### config.mk
export PLATFORM = sky130hd
export DESIGN_NAME = uart_rx_pkt_ctrl
export DESIGN_NICKNAME = d
export VERILOG_FILES = /design/src/rtl/uart_rx_pkt_ctrl.sv
export SDC_FILE = /design/constraint.sdc
export NUM_CORES = 1
export LEC_CHECK = 0
export BUFFER_PORTS_ARGS = -buffer_cell sky130_fd_sc_hd__buf_4
export CAP_MARGIN = 0
export CORE_MARGIN = 2
export CORE_UTILIZATION = 50
export CTS_BUF_LIST = sky130_fd_sc_hd__clkbuf_8 sky130_fd_sc_hd__clkbuf_16
export DETAILED_ROUTE_END_ITERATION = 7
export GPL_ROUTABILITY_DRIVEN = 0
export PLACE_DENSITY_LB_ADDON = 0.25
export SYNTH_ARGS = -nofsm -noshare
export SYNTH_HDL_FRONTEND = slang
export SYNTH_SLANG_ARGS = --single-unit
### constraint.sdc
create_clock -name clk_3125 -period 2.9 [get_ports clk_3125]
set_input_delay 0.145 -clock clk_3125 [delete_from_list [all_inputs] [get_ports clk_3125]]
set_output_delay 0.145 -clock clk_3125 [all_outputs]
set_load 0.01 [all_outputs]
### src/rtl/uart_rx_pkt_ctrl.sv
`default_nettype none
// ============================================================================
//  Module   : uart_rx_pkt_ctrl
//  Purpose  : Packet framer behind a UART byte receiver. It hunts for a
//             start-of-frame byte, then takes LEN, LEN payload bytes and an
//             XOR checksum. The payload is buffered and released through a
//             valid/ready byte stream. Framing, checksum, overrun and
//             inter-byte timeout errors are reported as one-cycle pulses.
//  Revision : 1.0 - initial release
// ----------------------------------------------------------------------------
//  Ports
//    clk_3125     in   system clock
//    rst_n        in   synchronous active-low reset
//    byte_in      in   [7:0]  received byte
//    byte_valid   in   one-cycle strobe qualifying byte_in
//    out_data     out  [7:0]  payload byte to consumer
//    out_valid    out  out_data valid
//    out_ready    in   consumer accepts out_data
//    out_last     out  high with the final payload byte
//    pkt_len      out  [LEN_W-1:0] length of the packet being delivered
//    busy         out  high whenever the parser is not idle
//    err_chk      out  pulse, checksum mismatch
//    err_len      out  pulse, length byte is 0 or above MAX_LEN
//    err_overrun  out  pulse, byte strobe arrived while delivering
//    err_timeout  out  pulse, inter-byte timeout
//    pkt_count    out  [7:0]  good packets delivered, wraps 255->0
// ----------------------------------------------------------------------------
//  Build option
//    UART_RX_PKT_TIMEOUT_EN : when defined, an inter-byte timeout counter is
//    built for LEN/PAYLOAD/CHECK. When undefined, err_timeout is tied low and
//    the parser waits indefinitely for the next byte.
// ============================================================================
module uart_rx_pkt_ctrl #(
  parameter logic [7:0] SOF         = 8'h7E,
  parameter int         MAX_LEN     = 8,
  parameter int         LEN_W       = 4,
  parameter int         TIMEOUT_CYC = 400,
  parameter int         TO_W        = 10
) (
  input  logic             clk_3125,
  input  logic             rst_n,
  input  logic [7:0]       byte_in,
  input  logic             byte_valid,
  output logic [7:0]       out_data,
  output logic             out_valid,
  input  logic             out_ready,
  output logic             out_last,
  output logic [LEN_W-1:0] pkt_len,
  output logic             busy,
  output logic             err_chk,
  output logic             err_len,
  output logic             err_overrun,
  output logic             err_timeout,
  output logic [7:0]       pkt_count
);

  localparam logic [2:0] c_idle    = 3'd0;
  localparam logic [2:0] c_len     = 3'd1;
  localparam logic [2:0] c_payload = 3'd2;
  localparam logic [2:0] c_check   = 3'd3;
  localparam logic [2:0] c_deliver = 3'd4;

  localparam logic [LEN_W-1:0] c_len_one = LEN_W'(1);
  localparam logic [7:0]       c_max_len = 8'(MAX_LEN);

  // Buffer is sized to the full index range so any LEN_W-bit index is legal.
  localparam int c_depth = 1 << LEN_W;

  logic [2:0]       state_q,     state_d;
  logic [LEN_W-1:0] len_q,       len_d;
  logic [7:0]       chk_q,       chk_d;
  logic [LEN_W-1:0] wr_idx_q,    wr_idx_d;
  logic [LEN_W-1:0] rd_idx_q,    rd_idx_d;
  logic [7:0]       out_data_q,  out_data_d;
  logic             out_valid_q, out_valid_d;
  logic             out_last_q,  out_last_d;
  logic [LEN_W-1:0] pkt_len_q,   pkt_len_d;
  logic             busy_q,      busy_d;
  logic             err_chk_q,   err_chk_d;
  logic             err_len_q,   err_len_d;
  logic             err_ovr_q,   err_ovr_d;
  logic [7:0]       pkt_count_q, pkt_count_d;

  logic [7:0]       pld_q [0:c_depth-1];
  logic             pld_we;
  logic [LEN_W-1:0] rd_next;
  logic             to_expire;

`ifdef UART_RX_PKT_TIMEOUT_EN
  localparam logic [TO_W-1:0] c_to_last = TO_W'(TIMEOUT_CYC - 1);

  logic [TO_W-1:0] to_cnt_q, to_cnt_d;
  logic            err_to_q, err_to_d;
  logic            timed_state;

  assign timed_state = (state_q == c_len) || (state_q == c_payload) ||
                       (state_q == c_check);
  // A strobe in the expiry cycle wins, so expiry requires no strobe.
  assign to_expire   = timed_state && !byte_valid && (to_cnt_q == c_to_last);
`else
  assign to_expire   = 1'b0;
`endif

  assign rd_next = rd_idx_q + c_len_one;

  always_comb begin
    state_d     = state_q;
    len_d       = len_q;
    chk_d       = chk_q;
    wr_idx_d    = wr_idx_q;
    rd_idx_d    = rd_idx_q;
    out_data_d  = out_data_q;
    out_valid_d = out_valid_q;
    out_last_d  = out_last_q;
    pkt_len_d   = pkt_len_q;
    pkt_count_d = pkt_count_q;
    err_chk_d   = 1'b0;
    err_len_d   = 1'b0;
    err_ovr_d   = 1'b0;
    pld_we      = 1'b0;

    case (state_q)
      c_idle: begin
        if (byte_valid && (byte_in == SOF)) begin
          state_d = c_len;
        end
      end

      c_len: begin
        if (byte_valid) begin
          // SOF (0x7E) is above any legal MAX_LEN, so it lands here too.
          if ((byte_in == 8'd0) || (byte_in > c_max_len)) begin
            err_len_d = 1'b1;
            state_d   = c_idle;
          end else begin
            len_d    = byte_in[LEN_W-1:0];
            chk_d    = byte_in;
            wr_idx_d = '0;
            state_d  = c_payload;
          end
        end
      end

      c_payload: begin
        if (byte_valid) begin
          pld_we   = 1'b1;
          chk_d    = chk_q ^ byte_in;
          wr_idx_d = wr_idx_q + c_len_one;
          if (wr_idx_q == (len_q - c_len_one)) begin
            state_d = c_check;
          end
        end
      end

      c_check: begin
        if (byte_valid) begin
          if (byte_in == chk_q) begin
            // Preload the first byte so out_valid rises the next cycle.
            state_d     = c_deliver;
            pkt_len_d   = len_q;
            rd_idx_d    = '0;
            out_valid_d = 1'b1;
            out_data_d  = pld_q[0];
            out_last_d  = (len_q == c_len_one);
          end else begin
            err_chk_d = 1'b1;
            state_d   = c_idle;
          end
        end
      end

      c_deliver: begin
        // Incoming bytes cannot be stored while delivering; flag and drop.
        if (byte_valid) begin
          err_ovr_d = 1'b1;
        end
        if (out_valid_q && out_ready) begin
          if (out_last_q) begin
            out_valid_d = 1'b0;
            out_last_d  = 1'b0;
            out_data_d  = 8'd0;
            pkt_count_d = pkt_count_q + 8'd1;
            state_d     = c_idle;
          end else begin
            rd_idx_d   = rd_next;
            out_data_d = pld_q[rd_next];
            out_last_d = (rd_next == (len_q - c_len_one));
          end
        end
      end

      default: begin
        state_d = c_idle;
      end
    endcase

    // Expiry only happens without a strobe, so nothing else changed above.
    if (to_expire) begin
      state_d = c_idle;
    end
  end

  assign busy_d = (state_d != c_idle);

`ifdef UART_RX_PKT_TIMEOUT_EN
  always_comb begin
    to_cnt_d = to_cnt_q;
    err_to_d = to_expire;
    if (timed_state) begin
      // Clear on every strobe and on entry into the next timed state.
      if (byte_valid || (state_d != state_q)) begin
        to_cnt_d = '0;
      end else begin
        to_cnt_d = to_cnt_q + TO_W'(1);
      end
    end else if (state_d != state_q) begin
      to_cnt_d = '0;
    end
  end

  always_ff @(posedge clk_3125) begin
    if (!rst_n) begin
      to_cnt_q <= '0;
      err_to_q <= 1'b0;
    end else begin
      to_cnt_q <= to_cnt_d;
      err_to_q <= err_to_d;
    end
  end

  assign err_timeout = err_to_q;
`else
  assign err_timeout = 1'b0;
`endif

  always_ff @(posedge clk_3125) begin
    if (!rst_n) begin
      state_q     <= c_idle;
      len_q       <= '0;
      chk_q       <= 8'd0;
      wr_idx_q    <= '0;
      rd_idx_q    <= '0;
      out_data_q  <= 8'd0;
      out_valid_q <= 1'b0;
      out_last_q  <= 1'b0;
      pkt_len_q   <= '0;
      busy_q      <= 1'b0;
      err_chk_q   <= 1'b0;
      err_len_q   <= 1'b0;
      err_ovr_q   <= 1'b0;
      pkt_count_q <= 8'd0;
    end else begin
      state_q     <= state_d;
      len_q       <= len_d;
      chk_q       <= chk_d;
      wr_idx_q    <= wr_idx_d;
      rd_idx_q    <= rd_idx_d;
      out_data_q  <= out_data_d;
      out_valid_q <= out_valid_d;
      out_last_q  <= out_last_d;
      pkt_len_q   <= pkt_len_d;
      busy_q      <= busy_d;
      err_chk_q   <= err_chk_d;
      err_len_q   <= err_len_d;
      err_ovr_q   <= err_ovr_d;
      pkt_count_q <= pkt_count_d;
    end
  end

  // Payload storage needs no reset; contents are only read after being written.
  always_ff @(posedge clk_3125) begin
    if (pld_we) begin
      pld_q[wr_idx_q] <= byte_in;
    end
  end

  assign out_data    = out_data_q;
  assign out_valid   = out_valid_q;
  assign out_last    = out_last_q;
  assign pkt_len     = pkt_len_q;
  assign busy        = busy_q;
  assign err_chk     = err_chk_q;
  assign err_len     = err_len_q;
  assign err_overrun = err_ovr_q;
  assign pkt_count   = pkt_count_q;

endmodule
`default_nettype wire

# Yosys cells after proc, flatten, opt, wreduce, memory -nomap -nowiden
# Memory sizes are Yosys's and may differ from the RTL's.
# Index checks and enable logic that the tools add are counted.
# classes
n_addsub	4
magnitude_cmp	1
n_eq_ne	17
n_mux	44
bitwise	2
n_reduce_logical	18
# ops
cell	count
$mux W8	7
$pmux W8 S2	2
$mux W4	7
$mux W3	8
$ne A2 B2 Y1 const B	8
$pmux W4 S2	2
$pmux W3 S5	1
$reduce_and A3 Y1	5
$mux W1	14
$reduce_and A5 Y1	2
$add A4 B1 Y4 const B	2
$add A8 B1 Y8 const B	1
$eq A4 B4 Y1	2
$eq A8 B7 Y1 const B	1
$eq A8 B8 Y1	1
$gt A8 B4 Y1 const B	1
$logic_not A8 Y1	1
$reduce_and A4 Y1	2
$xor A8 B8 Y8	1
$eq A3 B2 Y1 const B	2
$eq A4 B1 Y1 const B	1
$pmux W1 S2	2
$reduce_bool A2 Y1	2
$sub A4 B1 Y4 const B	1
other kinds (9)	10
# totals
ff_bits	49
ram_bits	128
input_bits	12
output_inout_bits	27
mem_count	1
# memory_table
memory	depth	word_bits	rd	rd_ports_with_merged_regs	write_ports	line_no	text
pld_q	16	8	2	0	1	84	logic [7:0] pld_q [0:c_depth-1];

# Longest topological paths before layout
# depth
word_depth	6
ltp_mapped	7
depth_no_buf	6

# Worst setup path after synthesis
# Ideal clock, no wire load.
# synth_timing
path_kind	flip-flop to flip-flop
start	register state_q[1]
end	memory pld_q[3][0] (enable)
t_arrival_ps	1843
path_slack_ps	674
path_stages_with_launch	7
path_buffers	2
synth_period_minus_slack_ps	2226
cell_sequence	dfxtp_1 and3b_1 buf_4 and2b_1 buf_2 nand2_1 nor3_1
# synth_between
elab_chain_cells	4
# synth_rtl
element	line_no	text
from (decl)	69	logic [2:0] state_q, state_d;
from (signal assigned)	238	state_q <= c_idle;
from (signal assigned)	253	state_q <= state_d;
$eq A3 B2 Y1	122	case (state_q)
$mux W1	122	
$mux W1	272	if (pld_we) begin
$mux W1 (not written as such)	273	pld_q[wr_idx_q] <= byte_in;
to (decl)	84	
# Every way passes these cells.

# Final worst setup path
# layout_timing
start	register state_q[1]
end	memory pld_q[11][5] (enable)
# Same word-level chain as after synthesis.

==> impl_metrics.py <==
metrics = {
    "drt": {
        "viasPerCell": 5.87,
        "routed_wl_mm": 16.3,
        "drt_iter0_markers": 455,
        "drtPass1Iterations": 5,
        "route.detailed.drc": 0,
        "wl_per_cell_um": 21.3,
        "vias": 4506,
        "ant_nets": 0,
    },
    "place": {
        "place_area_mm2": 0.00818,
        "dp_hpwl_mm": 10.2,
        "portBuffers": 37,
    },
    "critical_path": {
        "cp_cell_sequence": "and3b_1, and2b_1, nand2_1, nor2_1",
        "critPathKind": "register to register",
        "rr_endpoint": "pld_q[11][5]",
        "cp-end-kind": "register",
        "reg2reg_from": "state_q[1]",
        "cp.required_ns": 2.96,
        "rr_worst_depth": 4,
        "max_stage_delay_ns": 0.62,
        "crit_start": "state_q[1]",
        "crit_path_max_fanout": 14,
        "slowest_stage": "nor2_1",
        "regToRegSetupSlack_ns": 0.33,
        "critical_path.endpoint": "pld_q[11][5]",
        "start_kind": "register",
        "arrival_ns": 2.63,
    },
    "cells_and_area": {
        "ff_latch_area_mm2": 0.00483,
        "num-nets-final": 587,
        "final_layout_size_suffix_gt1_frac": 0.264,
        "final.fill_count": 1192,
        "finalInstanceArea_mm2": 0.00875,
        "antenna-diode-count": 0,
        "area_growth_pct": 14.1,
        "multi_input_area_mm2": 0.00264,
    },
    "synth": {
        "synth_top_area_frac": 0.501,
        "synth_edf_count": 128,
        "yosys-top-cells-area": "edfxtp_1 (50%), dfxtp_1 (13%), mux4_2 (9.4%)",
        "synth_most_common_cell": "edfxtp_1",
        "netlist_instances": 519,
        "synth_area_mm2": 0.00767,
        "synthFlopType": "edfxtp_1",
        "yosys-top-cells-count": "edfxtp_1 (128), dfxtp_1 (49), mux4_2 (32)",
        "yosys_warnings": 0,
        "synth_nets": 539,
        "yosysUniqueCellTypes": 65,
        "yosysTopAreaCell": "edfxtp_1",
        "synth-async-reset-ratio": 0,
        "syn_area_per_cell_um2": 14.8,
        "synth_seq_cells": 177,
        "ys_seq_area_frac": 0.629,
    },
    "clock_tree": {
        "htreeDepth": 4,
        "clk_pin_slew_worst_paths_ns": 0.06,
        "cts_sinks": 177,
        "cts_buffers": 17,
        "cts-root-buf": "clkbuf_16",
        "cts_buffer_depth": 2,
        "cts_tree": "done",
        "cts_setup_buffers": 0,
        "clk_latency_ns": 0.43,
    },
    "floorplan": {
        "core_mm2": 0.0151,
        "dieArea_mm2": 0.0163,
        "ios": 39,
        "row_count": 45,
        "dieHeight_um": 128,
        "die_w_um": 128,
        "start_util": 0.508,
    },
    "pwr": {
        "ir_drop_v": 0.000617,
        "p_leak_nw": 2.91,
        "p_per_area_mw_per_mm2": 571,
    },
    "outcome": {
        "status": "completed",
    },
    "global_route": {
        "grt_pass1_vias": 4443,
        "grt_max_degree": 42,
        "grt_pass1_wl_mm": 25.3,
        "grt_use_total": 0.212,
        "grt-ovfl-total": 0,
        "antenna_found_initial": 0,
    },
    "sta": {
        "finalSetupViolCount": 0,
        "period_needed_ns": 2.57,
        "drv_slew": 0,
        "tightest_slew_ns": 0.753,
        "hold_violations": 0,
        "rsz0062_at_grt": "no",
        "finClkSkew_ns": 0.00646,
        "maxClockFrequency_ghz": 0.389,
        "fin_crit_sh": 0.886,
        "fin_setup_tns_ns": 0,
        "relSlewSlack": 0.498,
    },
    "job": {
        "max_cap_violations": 0,
    },
    "min_path": {
        "hold_class": "input pin to register",
    },
}
-- logic make-up after synthesis --
group / count (synthesis) / synth area share
buf+inv: 37 / 0.0264
compound gates: 77 / 0.0742
flops: 177 / 0.629
mux: 52 / 0.123
xor+xnor: 31 / 0.0374
simple gates: 136 / 0.0969
other cells: 1 / 0.000489
fa+ha+maj: 8 / 0.0130
-- stage by stage --
stage / hold WS [ns] / worst slack [ns] / power (W) / instances / util
after floorplan: 0.244 / 0.674 / 0.00279 / 519 / -
after global placement: 0.433 / 0.538 / 0.00285 / 735 / 0.542
after detailed placement: 0.441 / 0.330 / 0.00285 / 735 / 0.542
after CTS: 0.0888 / 0.334 / 0.00504 / 768 / 0.580
after global routing: 0.0989 / 0.113 / 0.00514 / 768 / 0.580
final: 0.105 / 0.332 / 0.00500 / 768 / 0.580
-- how the worst min path moves through the flow --
| stage | start | end | cells after the start |
|---|---|---|---|
| detailed placement | byte_valid | err_overrun | 2 |
| finish | byte_in[6] | pld_q[14][6] | 1 |
| floorplan | byte_in[0] | pld_q[0][0] | 0 |
| global route | byte_in[6] | pld_q[15][6] | 1 |
| global placement | byte_valid | err_overrun | 2 |
| CTS | byte_in[6] | pld_q[15][6] | 1 |
-- layout by cell type (no fill, tap or decap), types with 5 or more instances in the layout --
master       n
o21ai_0     19
buf_4       57
ha_1         8
a32oi_1      9
and3_1       5
a31oi_1      9
dfxtp_1     48
xnor2_1     21
nand2b_1     5
nor2_1      28
a21oi_1     11
mux2_2      13
clkbuf_16   17
nand4_1      8
edfxtp_1   128
nor3_1       6
and2_1       6
nor2b_1      7
xor2_1       8
nand2_1     28
mux4_2      32
inv_1       13
nand3_1     19
-- final cells by class --
class / count / area share
Clock buffer: 17 / 0.0486
Clock inverter: 15 / 0.0157
Inverter: 7 / 0.00300
Multi-Input combinational cell: 305 / 0.302
Sequential cell: 177 / 0.551
Tap cell: 188 / 0.0269
Timing Repair Buffer: 59 / 0.0523
-- metal layers --
layer  routed length (um)  GRT usage
met3                  951     0.0509
met2                 7980      0.332
met1                 7170      0.295
met5                    0          0
met4                  236     0.0705
-- sequential cells by signal, summed over array words and instances (netlist names) --
signal and count:
len_q 4, busy 1, err_chk 1, err_overrun 1, out_last 1, out_data 8, pld_q 128, wr_idx_q 4
pkt_count 8, err_len 1, state_q 3, chk_q 8, rd_idx_q 4, pkt_len 4, out_valid 1
-- where the power goes --
group          switching, W  internal (W)  leakage [nW]   total, W
registers       0.000000101       0.00271          1.54    0.00271
logic             0.0000673     0.0000235          1.07  0.0000907
clock network      0.000881       0.00132         0.298    0.00220
-- repair_timing --
action	4_1_cts	5_1_grt
hold buffers	1	0
resized for setup	0	0
hold endpoints to repair	1	0
-- critical path: cells and delay by family, from the launching register on --
family,cells,cell delay (ns)
DFF,1,0.49
and+or+nand+nor,4,1.70
Power figures use the tool's default switching activity.
